--- src/rtl/uart_pkg.sv ---
// Shared UART0 definitions: receive FSM states and the oversampling/frame constants
// used by both the receive and transmit cores.
package uart_pkg;

   typedef enum logic [2:0] {
      IDLE,
      START,
      DATA,
      STOP,
      WAIT_IDLE
   } rx_state_t;

   localparam int OVERSAMPLE  = 16;
   localparam int MID_SAMPLE  = 7;
   localparam int LAST_SAMPLE = 15;
   localparam int DATA_BITS   = 8;

   localparam int OS_W  = $clog2(OVERSAMPLE);
   localparam int BIT_W = $clog2(DATA_BITS);

endpackage

--- src/rtl/uart_sync_fifo.sv ---
// Single-clock FIFO with extra-bit pointers; the head word is shown combinationally
// and forced to zero while empty so the output is clean after reset.
module uart_sync_fifo #(
   parameter int WIDTH = 8,
   parameter int DEPTH = 8
) (
   input  logic                     clk,
   input  logic                     resetn,
   input  logic                     push,
   input  logic [WIDTH-1:0]         push_data,
   input  logic                     pop,
   output logic [WIDTH-1:0]         pop_data,
   output logic                     full,
   output logic                     empty,
   output logic [$clog2(DEPTH):0]   level
);

   localparam int AW = $clog2(DEPTH);
   localparam logic [AW:0] PTR_ONE = (AW+1)'(1);

   logic [WIDTH-1:0] mem [DEPTH];
   logic [AW:0]      wr_ptr_reg;
   logic [AW:0]      rd_ptr_reg;
   logic             push_ok;
   logic             pop_ok;

   assign level    = wr_ptr_reg - rd_ptr_reg;
   assign empty    = (level == '0);
   // Level never exceeds DEPTH, so its top bit alone marks full.
   assign full     = level[AW];
   assign pop_ok   = pop && !empty;
   assign push_ok  = push && (!full || pop_ok);
   assign pop_data = empty ? '0 : mem[rd_ptr_reg[AW-1:0]];

   always_ff @(posedge clk) begin
      if (push_ok) begin
         mem[wr_ptr_reg[AW-1:0]] <= push_data;
      end
   end

   always_ff @(posedge clk or negedge resetn) begin
      if (!resetn) begin
         wr_ptr_reg <= '0;
         rd_ptr_reg <= '0;
      end else begin
         if (push_ok) wr_ptr_reg <= wr_ptr_reg + PTR_ONE;
         if (pop_ok)  rd_ptr_reg <= rd_ptr_reg + PTR_ONE;
      end
   end

endmodule

--- src/rtl/uart_rx_core.sv ---
// UART0 receiver: 8N1 frame recovery with 16x oversampling into a byte FIFO,
// with framing-error pulse and sticky overflow status.
module uart_rx_core #(
   parameter int BAUD_DIV   = 54,
   parameter int FIFO_DEPTH = 8
) (
   input  logic                          clk,
   input  logic                          resetn,
   input  logic                          rx,
   output logic [7:0]                    m_data,
   output logic                          m_valid,
   input  logic                          m_ready,
   output logic                          frame_err,
   output logic                          overflow,
   input  logic                          ovf_clr,
   output logic                          rx_busy,
   output logic [$clog2(FIFO_DEPTH):0]   level
);

   import uart_pkg::*;

   localparam int TCW = $clog2(BAUD_DIV);
   localparam logic [TCW-1:0] TICK_LAST = TCW'(BAUD_DIV - 1);
   localparam logic [OS_W-1:0] OS_MID   = OS_W'(MID_SAMPLE);
   localparam logic [OS_W-1:0] OS_LAST  = OS_W'(LAST_SAMPLE);
   localparam logic [BIT_W-1:0] BIT_LAST = BIT_W'(DATA_BITS - 1);

   logic [1:0]           sync_reg;
   logic                 rxs;
   logic [TCW-1:0]       tick_cnt_reg;
   logic                 tick;
   rx_state_t            state_reg, state_next;
   logic [OS_W-1:0]      os_cnt_reg, os_cnt_next;
   logic [BIT_W-1:0]     bit_cnt_reg, bit_cnt_next;
   logic [DATA_BITS-1:0] rx_data_reg, rx_data_next;
   logic                 byte_push;
   logic                 fifo_full;
   logic                 fifo_empty;
   logic                 pop;
   logic                 ovf_set;
   logic                 overflow_reg;

   // Two-flop synchronizer; idles high so reset never looks like a start bit.
   always_ff @(posedge clk or negedge resetn) begin
      if (!resetn) sync_reg <= 2'b11;
      else         sync_reg <= {sync_reg[0], rx};
   end
   assign rxs = sync_reg[1];

   always_ff @(posedge clk or negedge resetn) begin
      if (!resetn)   tick_cnt_reg <= '0;
      else if (tick) tick_cnt_reg <= '0;
      else           tick_cnt_reg <= tick_cnt_reg + TCW'(1);
   end
   assign tick = (tick_cnt_reg == TICK_LAST);

   always_ff @(posedge clk or negedge resetn) begin
      if (!resetn) begin
         state_reg   <= IDLE;
         os_cnt_reg  <= '0;
         bit_cnt_reg <= '0;
         rx_data_reg <= '0;
      end else begin
         state_reg   <= state_next;
         os_cnt_reg  <= os_cnt_next;
         bit_cnt_reg <= bit_cnt_next;
         rx_data_reg <= rx_data_next;
      end
   end

   always_comb begin
      state_next   = state_reg;
      os_cnt_next  = os_cnt_reg;
      bit_cnt_next = bit_cnt_reg;
      rx_data_next = rx_data_reg;
      if (tick) begin
         case (state_reg)
            IDLE: begin
               if (!rxs) begin
                  state_next  = START;
                  os_cnt_next = '0;
               end
            end
            START: begin
               if (os_cnt_reg == OS_MID) begin
                  os_cnt_next  = '0;
                  bit_cnt_next = '0;
                  state_next   = rxs ? IDLE : DATA;
               end else begin
                  os_cnt_next = os_cnt_reg + OS_W'(1);
               end
            end
            DATA: begin
               os_cnt_next = os_cnt_reg + OS_W'(1);
               if (os_cnt_reg == OS_LAST) begin
                  rx_data_next = {rxs, rx_data_reg[DATA_BITS-1:1]};
                  bit_cnt_next = bit_cnt_reg + BIT_W'(1);
                  if (bit_cnt_reg == BIT_LAST) state_next = STOP;
               end
            end
            STOP: begin
               os_cnt_next = os_cnt_reg + OS_W'(1);
               if (os_cnt_reg == OS_LAST) state_next = rxs ? IDLE : WAIT_IDLE;
            end
            WAIT_IDLE: begin
               if (rxs) state_next = IDLE;
            end
            default: state_next = IDLE;
         endcase
      end
   end

   always_comb begin
      rx_busy   = (state_reg != IDLE);
      byte_push = 1'b0;
      frame_err = 1'b0;
      if (tick && state_reg == STOP && os_cnt_reg == OS_LAST) begin
         byte_push = rxs;
         frame_err = !rxs;
      end
   end

   assign pop     = m_ready && !fifo_empty;
   assign ovf_set = byte_push && fifo_full && !pop;
   assign m_valid = !fifo_empty;

   always_ff @(posedge clk or negedge resetn) begin
      if (!resetn)      overflow_reg <= 1'b0;
      else if (ovf_set) overflow_reg <= 1'b1;
      else if (ovf_clr) overflow_reg <= 1'b0;
   end
   assign overflow = overflow_reg;

   uart_sync_fifo #(
      .WIDTH (DATA_BITS),
      .DEPTH (FIFO_DEPTH)
   ) u_fifo (
      .clk       (clk),
      .resetn    (resetn),
      .push      (byte_push),
      .push_data (rx_data_reg),
      .pop       (pop),
      .pop_data  (m_data),
      .full      (fifo_full),
      .empty     (fifo_empty),
      .level     (level)
   );

endmodule
--- config.mk ---
export PLATFORM = sky130hd
export DESIGN_NAME = uart_rx_core
export DESIGN_NICKNAME = d
export VERILOG_FILES = /design/src/rtl/uart_pkg.sv /design/src/rtl/uart_sync_fifo.sv /design/src/rtl/uart_rx_core.sv
export SDC_FILE = /design/constraint.sdc
export NUM_CORES = 1
export LEC_CHECK = 0
export BUFFER_PORTS_ARGS = -buffer_cell sky130_fd_sc_hd__buf_2
export CORE_MARGIN = 4
export CORE_UTILIZATION = 45
export DETAILED_ROUTE_END_ITERATION = 10
export MAX_ROUTING_LAYER = met4
export PLACE_DENSITY = 0.67
export SYNTH_ARGS = -nofsm -noshare
export SYNTH_HDL_FRONTEND = slang
export SYNTH_SLANG_ARGS = --single-unit
--- constraint.sdc ---
create_clock -name clk -period 4.9 [get_ports clk]
set_input_delay 0.735 -clock clk [delete_from_list [all_inputs] [get_ports clk]]
set_output_delay 0.735 -clock clk [all_outputs]
set_load 0.02 [all_outputs]
=== Word level (Yosys, flattened, before mapping) ===
Memories as Yosys holds them, arrays and structs flattened.
Index checks and enable logic that the tools add are counted.

* Add/sub/neg operators: 6
* Reduce and logical (&&, ||, !) cells: 23
* Eq/ne operators: 14
* Multiplexer cells: 23

{| class="wikitable"
|+ Operator list
! kind !! count
|-
| $mux 3 || 9
|-
| $pmux 3 s5 || 1
|-
| $add 4x1->4 const B || 3
|-
| $ne 2x2->1 const B || 6
|-
| $pmux 4 s3 || 1
|-
| $mux 4 || 2
|-
| $mux 8 || 1
|-
| $logic_and 1x1->1 || 7
|-
| $reduce_and 7->1 || 1
|-
| $add 6x1->6 const B || 1
|-
| $eq 3x2->1 const B || 2
|-
| $eq 3x3->1 const B || 2
|-
| $eq 6x6->1 const B || 1
|-
| $mux 1 || 6
|-
| $mux 6 || 1
|-
| $pmux 3 s2 || 1
|-
| $reduce_and 3->1 || 2
|-
| $reduce_bool 3->1 || 2
|-
| $eq 4x3->1 const B || 1
|-
| $eq 4x4->1 const B || 1
|-
| $logic_not 1->1 || 4
|-
| $logic_not 4->1 || 1
|-
| $reduce_and 4->1 || 1
|-
| $reduce_bool 2->1 || 2
|-
| 7 further kinds || 7
|}

* Output and inout port bits: 16
* Input port bits: 5
* Word-level logic and storage cells: 76
* Register bits after elaboration: 35
* Memories kept: 1
* Bits in writable memories: 64

{| class="wikitable"
|+ Memory list
! memory !! words !! bits a word !! rd ports !! clocked after Yosys merged registers in !! write ports !! line !! text
|-
| u_fifo.mem || 8 || 8 || 1 || 0 || 1 || uart_sync_fifo.sv:21 || <nowiki>logic [WIDTH-1:0] mem [DEPTH];</nowiki>
|}

=== Logic depth before layout (Yosys ltp) ===
* Depth in word-level cells: 9
* Depth in mapped cells: 9
* Gate-level depth less buffers: 7

=== Modules after synthesis ===
From an unflattened synthesis, not the netlist that was laid out.

* Cells, all modules: 309
* Area total of the unflattened synthesis: 4566.9 sq um

{| class="wikitable"
|+ By module, submodules not included
! module !! cells each !! sequential area each (sq um) !! area an instance (sq um) !! times used
|-
| uart_sync_fifo || 185 || 2122.0 || 3151.8 || 1
|-
| uart_rx_core || 124 || 678.2 || 1415.1 || 1
|}

=== Least setup slack after synthesis ===
Ideal clock, no wire load.

* Path type: register to register
* Start: reg u_fifo.rd_ptr_reg[1]
* End: mem u_fifo.mem[1][0], enable pin
* Path slack: 1478 ps
* Required time: 4502 ps
* Path buffers: 2
* Cell stages (with the launch flop): 9
* Data arrival time: 3024 ps
* Clock period less this slack: 3422 ps
* Setup time: 398 ps
* Cells stage by stage: dfrtp_1 clkbuf_1 clkbuf_1 inv_1 ha_1 a21oi_1 a221oi_2 nor3_4 nor4b_1

* Word-level cells in the longest chain between the ends: 9
* Elaborated cells between the ends (all ways): 10
* Those cells by class: 1 x add/sub; 2 x mux; 7 x reduce/logical

{| class="wikitable"
|+ Ends and longest elaborated chain
! element !! line !! text
|-
| start, declared || uart_sync_fifo.sv:23 || <nowiki>logic [AW:0] rd_ptr_reg;</nowiki>
|-
| start signal, assigned || uart_sync_fifo.sv:47 || <nowiki>if (pop_ok) rd_ptr_reg <= rd_ptr_reg + PTR_ONE;</nowiki>
|-
| $sub 4x4->4 (*) || uart_sync_fifo.sv:27 || <nowiki>assign level = wr_ptr_reg - rd_ptr_reg;</nowiki>
|-
| $logic_not 4->1 || uart_sync_fifo.sv:28 || <nowiki>assign empty = (level == '0);</nowiki>
|-
| $logic_not 1->1 || uart_sync_fifo.sv:31, uart_rx_core.sv:123 ||
|-
| $logic_and 1x1->1 || uart_rx_core.sv:123 || <nowiki>assign pop = m_ready && !fifo_empty;</nowiki>
|-
| $logic_and 1x1->1 || uart_sync_fifo.sv:31 || <nowiki>assign pop_ok = pop && !empty;</nowiki>
|-
| $logic_or 1x1->1 (*) || uart_sync_fifo.sv:32 || <nowiki>assign push_ok = push && (!full || pop_ok);</nowiki>
|-
| $logic_and 1x1->1 (*) || uart_sync_fifo.sv:32 ||
|-
| $mux 1 (*) || uart_sync_fifo.sv:36 || <nowiki>if (push_ok) begin</nowiki>
|-
| $mux 1 (not written as such) (*) || uart_sync_fifo.sv:37 || <nowiki>mem[wr_ptr_reg[AW-1:0]] <= push_data;</nowiki>
|-
| end, declared || uart_sync_fifo.sv:21 ||
|}

Every way passes the cells marked *; elsewhere a longest branch is shown, timed or not.

=== Worst setup path after layout ===
* Start: reg u_fifo.rd_ptr_reg[1]
* End: out m_data[4]

* Word-level cells in the longest chain between the ends: 3
* Elaborated cells between the ends (all ways): 4
* Those cells by class: 1 x add/sub; 1 x mux; 1 x reduce/logical; 1 x memory

{| class="wikitable"
|+ Ends and longest elaborated chain
! element !! line !! text
|-
| $sub 4x4->4 || uart_sync_fifo.sv:27 ||
|-
| $logic_not 4->1 || uart_sync_fifo.sv:28 ||
|-
| $mux 8 (*) || uart_sync_fifo.sv:33 || <nowiki>assign pop_data = empty ? '0 : mem[rd_ptr_reg[AW-1:0]];</nowiki>
|-
| end, declared || uart_rx_core.sv:10 || <nowiki>output logic [7:0] m_data,</nowiki>
|}

Marks and branches as above.

==> metrics.md <==
| Metric | Value |
|---|---|
| Outcome | finished clean |
| F_max | about 260 MHz |
| Pre-Repair DR Iteration Count | 4 |
| Post-Place Worst Slack | between 1 and 1.5 ns |
| Beginning of the worst register-to-register path | u_fifo.rd_ptr_reg[1] |
| Count of hold-fix buffers inserted at cts | 0 |
| Slowest library cell on the worst path | sky130_fd_sc_hd__dfrtp_1 |
| Number of remaining DRC errors | 0 |
| Syn_area_per_cell | 14.9 um2 |
| Element type at the critical path start | flop |
| Largest delay contributor family on the critical path | flip-flops |
| Final global-route overflow total | 0 |
| Share of synthesized area occupied by flip-flops and latches | between 60% and 70% |
| Number of H-tree levels | 3 |
| Share of cells above drive strength 1 | between 20% and 30% |
| Synth warnings | 0 |
| Internal Power | 1.39 mW |
| EDFF count, synth | 64 |
| Number of setup buffers added after CTS | 0 |
| Die ar. | around 11000 um2 |
| Most frequent cells in the layout | sky130_fd_sc_hd__edfxtp_1, sky130_fd_sc_hd__dfrtp_1, sky130_fd_sc_hd__nand2_1 |
| Endpoint of the worst register-to-register path | u_fifo.mem[0][2] |
| Number of buffer and inverter stages on the critical path | 2 |
| Post-synthesis register bit count | 99 |
| Number of cell instances on the worst register-to-register path | 6 |
| Initial core utilization | around 47% |
| Cell count after synthesis | 293 |
| Post-Route Skew | 0.0132 ns |
| Die Y | 107 um |
| Hold Crit Endpoint | sync_reg[1] |
| Number of antenna repair diodes | 0 |
| Final number of max-transition violations | 0 |
| Final wirelength | 7800 um |
| Post-CTS sizing | 0 |
| Number of antenna violations at the first check in global routing | 0 |
| Routed Antenna Nets | 0 |
| Arrival @ worst endpoint | between 3 and 4 ns |
| Violation count after the first detailed-route iteration | 106 |
| Synthesized-area fraction occupied by ao, oa, aoi and oai cells | 4.86% |
| Fin cells | 451 |
| Min cycle time layout | 3.91 ns |
| Net switching component of the power | 681 uW |
| Setup WS post-layout | 0.988 ns |
| Type of the setup path with the least slack | reg2out |
| Most common cell after layout, fill and taps aside | sky130_fd_sc_hd__edfxtp_1 |
| Worst endpoint required time | about 4.2 ns |
| Max-cap violations | 0 |
| WP depth | 7 |
| Async set or reset register ratio after synthesis | 35.4% |
| Area occupied by multi-input gates | 1480 um2 |
| Number of global-route vias before repair | 2585 |
| Setup repair after global routing missed its margin | no |
| Area added between synthesis and finish | 10.6% |
| Clock net sink count | 99 |
| Worst Setup End Kind | primary output |
| Worst ir drop on vdd | 234 uV |
| Number of top-level pins | 21 |
| Worst hold path cell count | 0 |
| Crit-path max FO | 21 |
| Vias per std cell | 5.52 |
| CTS clk-pin slew, worst paths | 0.09 ns |
| Clock tree root buffer cell | sky130_fd_sc_hd__clkbuf_8 |
| Mux cell area share after synthesis | 12.3% |
| Transition time of the tightest slew-check pin | 0.988 ns |
| Xor-xnor portion of the synthesized cell area | 2.60% |
| Slowest Stage Delay on Critical Path | 1.01 ns |
| Relative contribution of sequential cells to total power | 46.6% |
| CTS tree | yes |
| Pin count of the biggest net entering global routing | 36 |
| Flip-flop count of the largest register, all copies and words added | 64 |
| Area of the core region | about 9400 um2 |
| Adder-cell share of the synthesized area | 3.32% |
| Worst reg2reg setup slack | 1.73 ns |
| Post-synth cell types | 50 |
| Buffer levels on the longest clock path | 2 |
| Area occupied by registers | 2800 um2 |
| Power per cell area | ~430 nW/um2 |
| Width of the die | roughly 110 um |
| Hold Fails Final Rpt | 0 |
| Most repeated library cell on the critical path | sky130_fd_sc_hd__a21oi_1 |
| Latest clock arrival within the worst-skew pair | 0.35 ns |
| Final setup violating endpoints | 0 |
| Relative contribution of the clock network to total power | between 20% and 30% |
| Leak pwr | 1.92 nW |
| Number of fillers in the final layout | about 790 |
| Count of port buffers added during placement | 20 |
| Switching part of the total power | 33.0% |
| Nets in the synthesized netlist | 309 |
| CP Cell Sequence | inv_1 -> ha_1 -> a21oi_1 -> a21oi_1 -> nor3_2 -> a21oi_1 -> buf_2 |
| Combinational family with the most area after synthesis | multiplexers |
| Simple logic cell fraction of the synthesized area | 10.3% |
| Final Cycle Share | 79.8% |
| Routed length per placed instance | roughly 17 um |
| # nets final | 333 |
| Number of buffers inserted during clock tree synthesis | 9 |
| Hold WC Path Type | reg2reg |
| Final hold slack | approximately 0.35 ns |
| Final weighted congestion in routability-driven placement | roughly 0.75 |
| Cell area after synthesis | 4380 um2 |
| Primary flip-flop cell chosen by synthesis mapping | sky130_fd_sc_hd__edfxtp_1 |
| Total GRT Usage | between 10% and 20% |
| HPWL reported at the end of detailed placement | 5170 um |
| Area of placed instances | roughly 4600 um2 |
| Origin of the worst min-delay path | sync_reg[0] |
| Floorplan row count | 35 |
| First-pass GRT wire length | 13300 um |
| Placed instance count | 435 |
| First element of the critical path | u_fifo.rd_ptr_reg[1] |
| DR vias | 2489 |
| Proportion of power drawn by combinational gates | 28.2% |
| Rel. slew slack | 34.1% |
| Final instance area | 4840 um2 |
| Setup TNS | 0 ns |
==> cells in the mapped netlist, drive strengths merged, types with 4 or more instances <==
library cell	n	share of area, %
nand3	7	0.80
dfrtp	33	19
mux4	16	8.2
xor2	6	1.2
inv	15	1.3
nand2	25	2.1
mux2	13	3.3
ha	10	2.9
edfxtp	64	44
clkbuf	4	0.34
nor2	13	1.1
a21oi	14	1.6
xnor2	7	1.4
nor3	5	0.94
buf	8	0.94
nand2b	4	0.57
==> cell type report <==
class	count	area share, %
Inverter	16	1.24
Clock buffer	10	2.64
Timing Repair Buffer	25	2.85
Tap cell	129	3.34
Sequential cell	99	57.9
Multi-Input combinational cell	166	30.5
Clock inverter	6	1.50
==> power by group through the flow <==
| stage | Sequential (mW) | Combinational (mW) | Clock (mW) |
|---|---|---|---|
| 2_1_floorplan | 0.934 | 0.479 | 0 |
| 3_3_place_gp | 0.978 | 0.584 | 0 |
| 3_5_place_dp | 0.980 | 0.594 | 0 |
| 4_1_cts | 0.962 | 0.595 | 0.540 |
| 5_1_grt | 0.967 | 0.643 | 0.583 |
| 6_report | 0.962 | 0.583 | 0.522 |
==> layer usage <==
| layer | share of wire, % | vias up | wire [um] | GRT usage (%) |
|---|---|---|---|---|
| met5 | 0 | - | 0 | - |
| met3 | 4.0 | 16 | 314 | 3.55 |
| met1 | 44 | 1272 | 3460 | 20.3 |
| met2 | 50 | 49 | 3870 | 24.1 |
| li1 | - | 1152 | - | - |
| met4 | 2.0 | 0 | 154 | 5.11 |
==> kinds of logic after synthesis <==
kind of cell | Yosys count
XOR/XNOR | 13
multiplexers | 32
buffers and inverters | 28
flip-flops | 99
AND/OR/NAND/NOR | 80
AO/OA/AOI/OAI | 30
adder cells (fa/ha/maj) | 11
==> worst max-delay path by stage <==
stage	to	slack [ns]
after floorplan	u_fifo.mem[1][0]	1.48
after global placement	m_valid	1.50
after detailed placement	m_data[3]	1.38
after CTS	m_data[4]	0.96
after global routing	m_data[4]	0.69
final	m_data[4]	0.99
==> per-stage QoR <==
step,power (mW),util (%)
after global routing,2.19,51.6
after global placement,1.56,49.5
after CTS,2.10,51.6
after floorplan,1.41,-
after detailed placement,1.57,49.5
final,2.07,51.6
Note: power is estimated with default switching activity, not from simulation.
